<file path="config.mk">
export PLATFORM = sky130hd
export DESIGN_NAME = mtm_alu_deserializer_flat
export DESIGN_NICKNAME = d
export VERILOG_FILES = /design/src/rtl/mtm_alu_pkg.sv /design/src/rtl/mtm_alu_deserializer_if.sv /design/src/rtl/mtm_alu_frame_rx.sv /design/src/rtl/mtm_alu_deserializer.sv /design/src/flat_wrapper.sv
export SDC_FILE = /design/constraint.sdc
export NUM_CORES = 1
export LEC_CHECK = 0
export ABC_AREA = 0
export CAP_MARGIN = 20
export CORE_ASPECT_RATIO = 1.75
export CORE_MARGIN = 2
export CORE_UTILIZATION = 56
export CTS_CLUSTER_DIAMETER = 40
export DETAILED_ROUTE_END_ITERATION = 10
export PLACE_DENSITY = 0.9
export SYNTH_ARGS = -nofsm -noshare
export SYNTH_HDL_FRONTEND = slang
export SYNTH_HIERARCHICAL = 1
export SYNTH_SLANG_ARGS = --single-unit
</file>
<file path="constraint.sdc">
create_clock -name clk -period 2.63 [get_ports clk]
set_input_delay 0.263 -clock clk [delete_from_list [all_inputs] [get_ports clk]]
set_output_delay 0.263 -clock clk [all_outputs]
set_load 0.05 [all_outputs]
</file>
<file path="src/rtl/mtm_alu_pkg.sv">
// Shared definitions for the mtm_Alu input stage.
//   - operation_t      : opcodes accepted by the ALU core
//   - ERR_*_BIT/ERR_*  : bit positions and masks inside err_flags
//   - FRAME_BITS, DATA_FRAMES, CRC_INIT : serial protocol constants
//   - op_legal()       : true for the four supported opcodes
//   - crc4_d68()       : CRC4 (x^4+x+1) over the 68-bit message {B, A, 1'b1, OP},
//                        first bit B[31]. The deserializer's bit-serial LFSR must
//                        produce the same value.
package mtm_alu_pkg;

    localparam int FRAME_BITS  = 11;
    localparam int DATA_FRAMES = 8;
    localparam logic [3:0] CRC_INIT = 4'h0;

    localparam int ERR_DATA_BIT = 2;
    localparam int ERR_CRC_BIT  = 1;
    localparam int ERR_OP_BIT   = 0;

    localparam logic [2:0] ERR_DATA = 3'(1 << ERR_DATA_BIT);
    localparam logic [2:0] ERR_CRC  = 3'(1 << ERR_CRC_BIT);
    localparam logic [2:0] ERR_OP   = 3'(1 << ERR_OP_BIT);

    typedef enum logic [2:0] {
        OP_AND = 3'b000,
        OP_OR  = 3'b001,
        OP_ADD = 3'b100,
        OP_SUB = 3'b101
    } operation_t;

    typedef enum logic [1:0] {
        RX_IDLE,
        RX_BITS,
        RX_HUNT
    } rx_state_t;

    typedef enum logic [1:0] {
        WAIT_DATA,
        CHECK,
        REPORT,
        DRAIN
    } pkt_state_t;

    function automatic logic op_legal(input logic [2:0] op);
        logic ok;
        case (op)
            OP_AND, OP_OR, OP_ADD, OP_SUB: ok = 1'b1;
            default:                       ok = 1'b0;
        endcase
        return ok;
    endfunction

    function automatic logic [3:0] crc4_d68(input logic [67:0] d, input logic [3:0] crc);
        logic [3:0] c;
        logic       fb;
        c = crc;
        for (int i = 67; i >= 0; i--) begin
            fb = c[3] ^ d[i];
            c  = {c[2:0], 1'b0} ^ {2'b00, fb, fb};
        end
        return c;
    endfunction

endpackage

</file>
<file path="src/rtl/mtm_alu_deserializer_if.sv">
// Result bus from the deserializer to the ALU core.
//   a, b      : operands of the last good packet
//   op        : opcode of the last good packet
//   out_valid : one-cycle pulse, a/b/op carry a new good packet
//   err_valid : one-cycle pulse, a packet was rejected
//   err_flags : {ERR_DATA, ERR_CRC, ERR_OP}, meaningful with err_valid
// master = deserializer (drives), slave = consumer.
interface mtm_alu_deserializer_if;
    logic [31:0] a;
    logic [31:0] b;
    logic [2:0]  op;
    logic        out_valid;
    logic        err_valid;
    logic [2:0]  err_flags;

    modport master (output a, b, op, out_valid, err_valid, err_flags);
    modport slave  (input  a, b, op, out_valid, err_valid, err_flags);
endinterface

</file>
<file path="src/rtl/mtm_alu_frame_rx.sv">
// Bit-level frame receiver: start(0), ctl, d7..d0, stop(1), one bit per clk.
// Ports:
//   clk, rst_n   : clock, asynchronous active-low reset
//   sin          : serial input, idle high
//   frame_valid  : pulse, a frame with a good stop bit was received
//   frame_ctl    : ctl bit of that frame
//   frame_data   : d7..d0 of that frame
//   frame_err    : pulse, stop bit sampled 0 (receiver then waits for sin=1)
//   bit_valid    : pulse per data bit, so the CRC can run bit-serially
//   bit_ctl      : ctl bit of the frame the data bit belongs to
//   bit_idx      : 0 for d7 ... 7 for d0
//   bit_data     : the data bit
//   hunting      : receiver is waiting for sin=1 after a framing error
module mtm_alu_frame_rx
    import mtm_alu_pkg::*;
(
    input  logic       clk,
    input  logic       rst_n,
    input  logic       sin,
    output logic       frame_valid,
    output logic       frame_ctl,
    output logic [7:0] frame_data,
    output logic       frame_err,
    output logic       bit_valid,
    output logic       bit_ctl,
    output logic [2:0] bit_idx,
    output logic       bit_data,
    output logic       hunting
);

    // Position of the stop bit counted from the ctl bit (ctl = 0).
    localparam logic [3:0] STOP_POS = 4'(FRAME_BITS - 2);

    rx_state_t  state_reg;
    logic [3:0] cnt_reg;
    logic       ctl_reg;
    logic [7:0] shift_reg;

    always_ff @(posedge clk or negedge rst_n) begin
        if (!rst_n) begin
            state_reg   <= RX_IDLE;
            cnt_reg     <= '0;
            ctl_reg     <= 1'b0;
            shift_reg   <= '0;
            frame_valid <= 1'b0;
            frame_ctl   <= 1'b0;
            frame_data  <= '0;
            frame_err   <= 1'b0;
            bit_valid   <= 1'b0;
            bit_ctl     <= 1'b0;
            bit_idx     <= '0;
            bit_data    <= 1'b0;
        end else begin
            frame_valid <= 1'b0;
            frame_err   <= 1'b0;
            bit_valid   <= 1'b0;
            case (state_reg)
                RX_IDLE: begin
                    if (!sin) begin
                        state_reg <= RX_BITS;
                        cnt_reg   <= '0;
                    end
                end
                RX_BITS: begin
                    cnt_reg <= cnt_reg + 4'd1;
                    if (cnt_reg == 4'd0) begin
                        ctl_reg <= sin;
                    end else if (cnt_reg < STOP_POS) begin
                        shift_reg <= {shift_reg[6:0], sin};
                        bit_valid <= 1'b1;
                        bit_ctl   <= ctl_reg;
                        bit_idx   <= 3'(cnt_reg - 4'd1);
                        bit_data  <= sin;
                    end else if (sin) begin
                        // Good stop: back to IDLE so the very next sample may be a start bit.
                        frame_valid <= 1'b1;
                        frame_ctl   <= ctl_reg;
                        frame_data  <= shift_reg;
                        state_reg   <= RX_IDLE;
                    end else begin
                        frame_err <= 1'b1;
                        state_reg <= RX_HUNT;
                    end
                end
                RX_HUNT: begin
                    if (sin) begin
                        state_reg <= RX_IDLE;
                    end
                end
                default: state_reg <= RX_IDLE;
            endcase
        end
    end

    assign hunting = (state_reg == RX_HUNT);

endmodule

</file>
<file path="src/rtl/mtm_alu_deserializer.sv">
// Input stage of mtm_Alu: reassembles 8 data frames + 1 command frame from sin,
// checks frame count / framing, CRC4 and opcode, and reports either a good
// {A, B, OP} with out_valid or an error with err_valid/err_flags.
// Ports:
//   clk, rst_n : clock, asynchronous active-low reset
//   sin        : serial input, idle high
//   alu        : result bus (master side), see mtm_alu_deserializer_if
module mtm_alu_deserializer
    import mtm_alu_pkg::*;
(
    input  logic                          clk,
    input  logic                          rst_n,
    input  logic                          sin,
    mtm_alu_deserializer_if.master        alu
);

    localparam logic [3:0] FULL_CNT = 4'(DATA_FRAMES);
    localparam logic [3:0] HALF_CNT = 4'(DATA_FRAMES / 2);
    localparam logic [3:0] SAT_CNT  = 4'(DATA_FRAMES + 1);

    logic       frame_valid;
    logic       frame_ctl;
    logic [7:0] frame_data;
    logic       frame_err;
    logic       bit_valid;
    logic       bit_ctl;
    logic [2:0] bit_idx;
    logic       bit_data;
    logic       rx_hunting;

    mtm_alu_frame_rx u_frame_rx (
        .clk         (clk),
        .rst_n       (rst_n),
        .sin         (sin),
        .frame_valid (frame_valid),
        .frame_ctl   (frame_ctl),
        .frame_data  (frame_data),
        .frame_err   (frame_err),
        .bit_valid   (bit_valid),
        .bit_ctl     (bit_ctl),
        .bit_idx     (bit_idx),
        .bit_data    (bit_data),
        .hunting     (rx_hunting)
    );

    pkt_state_t  state_reg;
    logic [3:0]  frame_cnt_reg;
    logic [3:0]  crc_reg;
    logic [31:0] a_sh_reg;
    logic [31:0] b_sh_reg;
    logic [2:0]  cmd_op_reg;
    logic [3:0]  cmd_crc_reg;
    logic        ferr_reg;
    logic [31:0] a_reg;
    logic [31:0] b_reg;
    logic [2:0]  op_reg;
    logic        out_valid_reg;
    logic        err_valid_reg;
    logic [2:0]  err_flags_reg;

    // CRC feed: every data-frame bit, then for the command frame a constant 1
    // in place of d7 followed by the OP bits d6..d4. The CRC field itself is
    // not fed, so after d4 the register holds the CRC of {B, A, 1'b1, OP}.
    logic       crc_feed;
    logic       crc_bit;
    logic       crc_fb;
    logic [3:0] crc_next;

    always_comb begin
        crc_feed = 1'b0;
        crc_bit  = bit_data;
        if (bit_valid && state_reg == WAIT_DATA) begin
            if (!bit_ctl) begin
                crc_feed = 1'b1;
            end else if (bit_idx == 3'd0) begin
                crc_feed = 1'b1;
                crc_bit  = 1'b1;
            end else if (bit_idx <= 3'd3) begin
                crc_feed = 1'b1;
            end
        end
    end

    assign crc_fb   = crc_reg[3] ^ crc_bit;
    assign crc_next = {crc_reg[2:1], crc_reg[0] ^ crc_fb, crc_fb};

    always_ff @(posedge clk or negedge rst_n) begin
        if (!rst_n) begin
            state_reg     <= WAIT_DATA;
            frame_cnt_reg <= '0;
            crc_reg       <= CRC_INIT;
            a_sh_reg      <= '0;
            b_sh_reg      <= '0;
            cmd_op_reg    <= '0;
            cmd_crc_reg   <= '0;
            ferr_reg      <= 1'b0;
            a_reg         <= '0;
            b_reg         <= '0;
            op_reg        <= '0;
            out_valid_reg <= 1'b0;
            err_valid_reg <= 1'b0;
            err_flags_reg <= '0;
        end else begin
            out_valid_reg <= 1'b0;
            err_valid_reg <= 1'b0;
            case (state_reg)
                WAIT_DATA: begin
                    if (crc_feed) begin
                        crc_reg <= crc_next;
                    end
                    if (frame_err) begin
                        ferr_reg  <= 1'b1;
                        state_reg <= CHECK;
                    end else if (frame_valid) begin
                        if (!frame_ctl) begin
                            // Bytes past the 8th are dropped; the saturated count flags them.
                            if (frame_cnt_reg < HALF_CNT) begin
                                b_sh_reg <= {b_sh_reg[23:0], frame_data};
                            end else if (frame_cnt_reg < FULL_CNT) begin
                                a_sh_reg <= {a_sh_reg[23:0], frame_data};
                            end
                            if (frame_cnt_reg != SAT_CNT) begin
                                frame_cnt_reg <= frame_cnt_reg + 4'd1;
                            end
                        end else begin
                            cmd_op_reg  <= frame_data[6:4];
                            cmd_crc_reg <= frame_data[3:0];
                            state_reg   <= CHECK;
                        end
                    end
                end
                CHECK: begin
                    if (ferr_reg || frame_cnt_reg != FULL_CNT) begin
                        err_valid_reg <= 1'b1;
                        err_flags_reg <= ERR_DATA;
                    end else if (crc_reg != cmd_crc_reg) begin
                        err_valid_reg <= 1'b1;
                        err_flags_reg <= ERR_CRC;
                    end else if (!op_legal(cmd_op_reg)) begin
                        err_valid_reg <= 1'b1;
                        err_flags_reg <= ERR_OP;
                    end else begin
                        out_valid_reg <= 1'b1;
                        a_reg         <= a_sh_reg;
                        b_reg         <= b_sh_reg;
                        op_reg        <= cmd_op_reg;
                    end
                    state_reg <= REPORT;
                end
                REPORT: begin
                    frame_cnt_reg <= '0;
                    crc_reg       <= CRC_INIT;
                    ferr_reg      <= 1'b0;
                    state_reg     <= ferr_reg ? DRAIN : WAIT_DATA;
                end
                DRAIN: begin
                    // Wait until the receiver has seen sin=1 again after the bad stop bit.
                    if (!rx_hunting) begin
                        state_reg <= WAIT_DATA;
                    end
                end
                default: state_reg <= WAIT_DATA;
            endcase
        end
    end

    assign alu.a         = a_reg;
    assign alu.b         = b_reg;
    assign alu.op        = op_reg;
    assign alu.out_valid = out_valid_reg;
    assign alu.err_valid = err_valid_reg;
    assign alu.err_flags = err_flags_reg;

endmodule
</file>
<file path="src/flat_wrapper.sv">
// flat-port wrapper written by rule: the top's interface ports become plain ports
module mtm_alu_deserializer_flat import mtm_alu_pkg::*;
  (clk, rst_n, sin, alu_a, alu_b, alu_op, alu_out_valid, alu_err_valid, alu_err_flags);
  mtm_alu_deserializer_if alu_i ();
  input  logic clk;
  input  logic rst_n;
  input  logic sin;
  output wire logic [$bits(alu_i.a)-1:0] alu_a;
  output wire logic [$bits(alu_i.b)-1:0] alu_b;
  output wire logic [$bits(alu_i.op)-1:0] alu_op;
  output wire logic [$bits(alu_i.out_valid)-1:0] alu_out_valid;
  output wire logic [$bits(alu_i.err_valid)-1:0] alu_err_valid;
  output wire logic [$bits(alu_i.err_flags)-1:0] alu_err_flags;
  assign alu_a = alu_i.a;
  assign alu_b = alu_i.b;
  assign alu_op = alu_i.op;
  assign alu_out_valid = alu_i.out_valid;
  assign alu_err_valid = alu_i.err_valid;
  assign alu_err_flags = alu_i.err_flags;
  mtm_alu_deserializer u_core (.clk(clk), .rst_n(rst_n), .sin(sin), .alu(alu_i));
endmodule
</file>
==> impl_metrics.tcl <==
set metrics [dict create \
    status "finished clean" \
    crit_type "flip-flop to flip-flop" \
    grt_pass1_vias 4528 \
    grt-ovfl-total 0 \
    gp_congestion 0.7647 \
    synth-async-reset-ratio_pct 100.0 \
    cts_hold_buf 1 \
    syn-cell-area_um2 7393 \
    clockRootBuffer "clkbuf_16" \
    drt_first_iter_violations 196 \
    postRouteWirelength_mm 14.32 \
    antenna_found_initial 0 \
    min_period_ns 2.300 \
    die_w_um 90.86 \
    via_per_inst 5.508 \
    detail-route-antenna-nets 0 \
    vias 4065 \
    finalPower_mw 7.802 \
    synthFlopType "dfrtp_1" \
    synth.distinct_cells 47 \
    timing.final.crit_share_pct 87.46 \
    first_pass_iters 4 \
    relSlewSlack_pct 63.95 \
    highest_layer "met4" \
    grt_setup_unrepaired "no" \
    synth_warnings 6 \
    cts_num_sinks 185 \
    cts_tree "done" \
    slew_violations 0 \
    drive_gt1_share_pct 32.10 \
    die_area_um2 14170 \
    peakVddDrop_mv 0.7824 \
    synth_top_area_share_pct 62.62 \
    diodes 0 \
    setup_tns_ns 0 \
    cp_cell_sequence "inv_1 -> ha_1 -> and4bb_1 -> nand2b_1 -> nor4_4 -> buf_12 -> mux2_1" \
    cp_slowest_cell "dfrtp_1" \
    setup_viol 0 \
    crit_arrival_ns 2.59 \
    hold_path_class "primary input to async pin" \
    grt_pass1_wl_mm 23.79 \
    wire_per_inst_um 19.41 \
    postCtsSetupRepairBufs 0 \
    cts_resized 0 \
    timing.critical_path.to_type "flip-flop" \
    crit_path_max_incr_delay_ns 0.43 \
    grt_max_degree 69 \
    worst_pin_slew_ns 0.5332 \
    post-synth-top-area-cell "dfrtp_1" \
    synthTopCellsByArea "dfrtp_1, mux2_2, mux2_1" \
    startpoint_type "flip-flop" \
    io_buffers 74 \
    synth_nets 479 \
    core_area_um2 12940 \
    clock_latency_ns 0.43 \
    syn_area_per_cell_um2 15.73 \
    ys_ff_latch 185 \
    hold-worst-slack_ns 0.3402 \
    drc_errors 0 \
    nets 563 \
    area_growth_pct 20.07 \
    rows 55 \
    max_freq_mhz 434.7 \
    wl_met2_mm 8.291 \
    hold_viol 0 \
    post-dp-hpwl_mm 9.276 \
    synth_edf_count 0 \
    pin_count 75 \
    clock_path_buffers 2 \
    wl_met1_mm 5.347 \
    powerDensity_nw_per_um2 878.9 \
    grt_use_total_pct 21.64 \
    syn-instance-count 470 \
    crit_fanout 68 \
    h-tree-depth 4 \
    start_util_pct 57.15 \
    fin_skew_ns 0.01041 \
    numCtsBuffers 17 \
    clk_pin_slew_ns 0.07 \
    dr_wl_met3_um 399 \
    ys_seq_area_share_pct 62.62 \
    die_height_um 156 \
    power.leakage_nw 4.300 \
    critPathRequiredTime_ns 2.92 \
    max-cap-violations 0 \
]
==> worst paths after layout <==
check	cells after the start	start	to	slack, ns
hold reg to reg	1	u_core/alu.b[16]	u_core/alu.b[16]	0.49
min in group clk	1	u_core/alu.b[16]	u_core/alu.b[16]	0.49
setup / recovery	7	u_core/frame_cnt_reg[0]	u_core/alu.b[3]	0.33
max in group asynchronous	3	rst_n	u_core/alu.b[3]	1.49
hold / removal	2	rst_n	u_core/alu.b[8]	0.34
setup reg to reg	7	u_core/frame_cnt_reg[0]	u_core/alu.b[3]	0.33
==> worst max-delay path: cells and delay by family (launching register included) <==
family / cells / cell delay, ns
mux: 1 / 0.40
flops: 1 / 0.43
buf+inv: 2 / 0.46
fa+ha+maj: 1 / 0.15
simple gates: 3 / 0.66
==> synth_stat cells (2+ instances only) <==
master	instances
a22o_1	2
a31oi_1	3
dfrtp_1	185
inv_1	12
o2bb2ai_1	2
nand3_1	5
nor2_1	14
ha_1	6
mux2_4	8
mux2_1	25
mux2i_1	5
a21oi_1	6
nand2b_1	2
nor4b_1	3
mux2_2	125
o21ai_0	5
nor2b_1	4
nand4_1	2
nand2_1	5
o21a_1	2
buf_6	9
xor2_1	3
buf_2	6
nor4_4	2
xnor2_1	7
==> cell type report <==
| type | count | area [um2] |
|---|---|---|
| repair buffers | 83 | 849.6 |
| clock buffers | 18 | 429.2 |
| flip-flops and latches | 185 | 4629 |
| well taps | 171 | 214.0 |
| fillers | 892 | 4060 |
| inverters | 12 | 45.04 |
| clock inverters | 14 | 153.9 |
| multi-input cells | 255 | 2556 |
==> metal layers <==
metal  vias up  track usage (%)
met4         0            8.442
met2        73            40.44
met1      2132            24.06
met3        23            4.300
li1       1837                -
met5         -                0
==> cells in the final DEF (no fill, tap or decap), drive strengths merged, types with 3 or more instances in the layout <==
| master | Yosys | final |
|---|---|---|
| clkbuf | 1 | 18 |
| dfrtp | 185 | 185 |
| nor2 | 14 | 14 |
| xnor2 | 7 | 7 |
| nand3 | 5 | 5 |
| a21oi | 6 | 6 |
| xor2 | 3 | 3 |
| nor4b | 3 | 3 |
| nand4 | 3 | 3 |
| nor2b | 4 | 4 |
| clkinv | 0 | 3 |
| inv | 12 | 20 |
| nor4 | 3 | 3 |
| nand2 | 6 | 6 |
| nand2b | 3 | 3 |
| mux2 | 158 | 158 |
| buf | 17 | 9 |
| o21ai | 5 | 5 |
| clkdlybuf4s50 | 0 | 73 |
| a31oi | 3 | 3 |
| ha | 6 | 6 |
| mux2i | 5 | 5 |
==> kinds of logic (layout without fill, tap and decap cells) <==
group	after synthesis	after routing	synth area share [%]
flip-flops	185	185	62.62
AND/OR/NAND/NOR	49	49	4.603
XOR/XNOR	10	10	1.185
adder cells (fa/ha/maj)	6	6	1.015
AO/OA/AOI/OAI	27	27	2.623
buffers and inverters	30	127	2.809
multiplexers	163	163	25.15
==> stage by stage <==
step,std cells,worst slack (ns),instance area (um2),utilization (%)
6_report,738,0.3297,8877,68.62
5_1_grt,738,0.1979,8877,68.62
4_1_cts,738,0.3478,8877,68.62
3_5_place_dp,705,0.3792,8284,64.03
3_3_place_gp,705,0.4987,8284,64.03
2_1_floorplan,470,0.6077,7393,-
==> report_power, final <==
group | internal [mW] | leakage, nW | total [mW] | switching [mW]
Combinational | 0.789 | 1.51 | 1.55 | 0.757
Clock | 1.35 | 0.280 | 2.49 | 1.15
Sequential | 3.28 | 2.51 | 3.76 | 0.478
No activity file was read; power rests on OpenSTA's default activity.
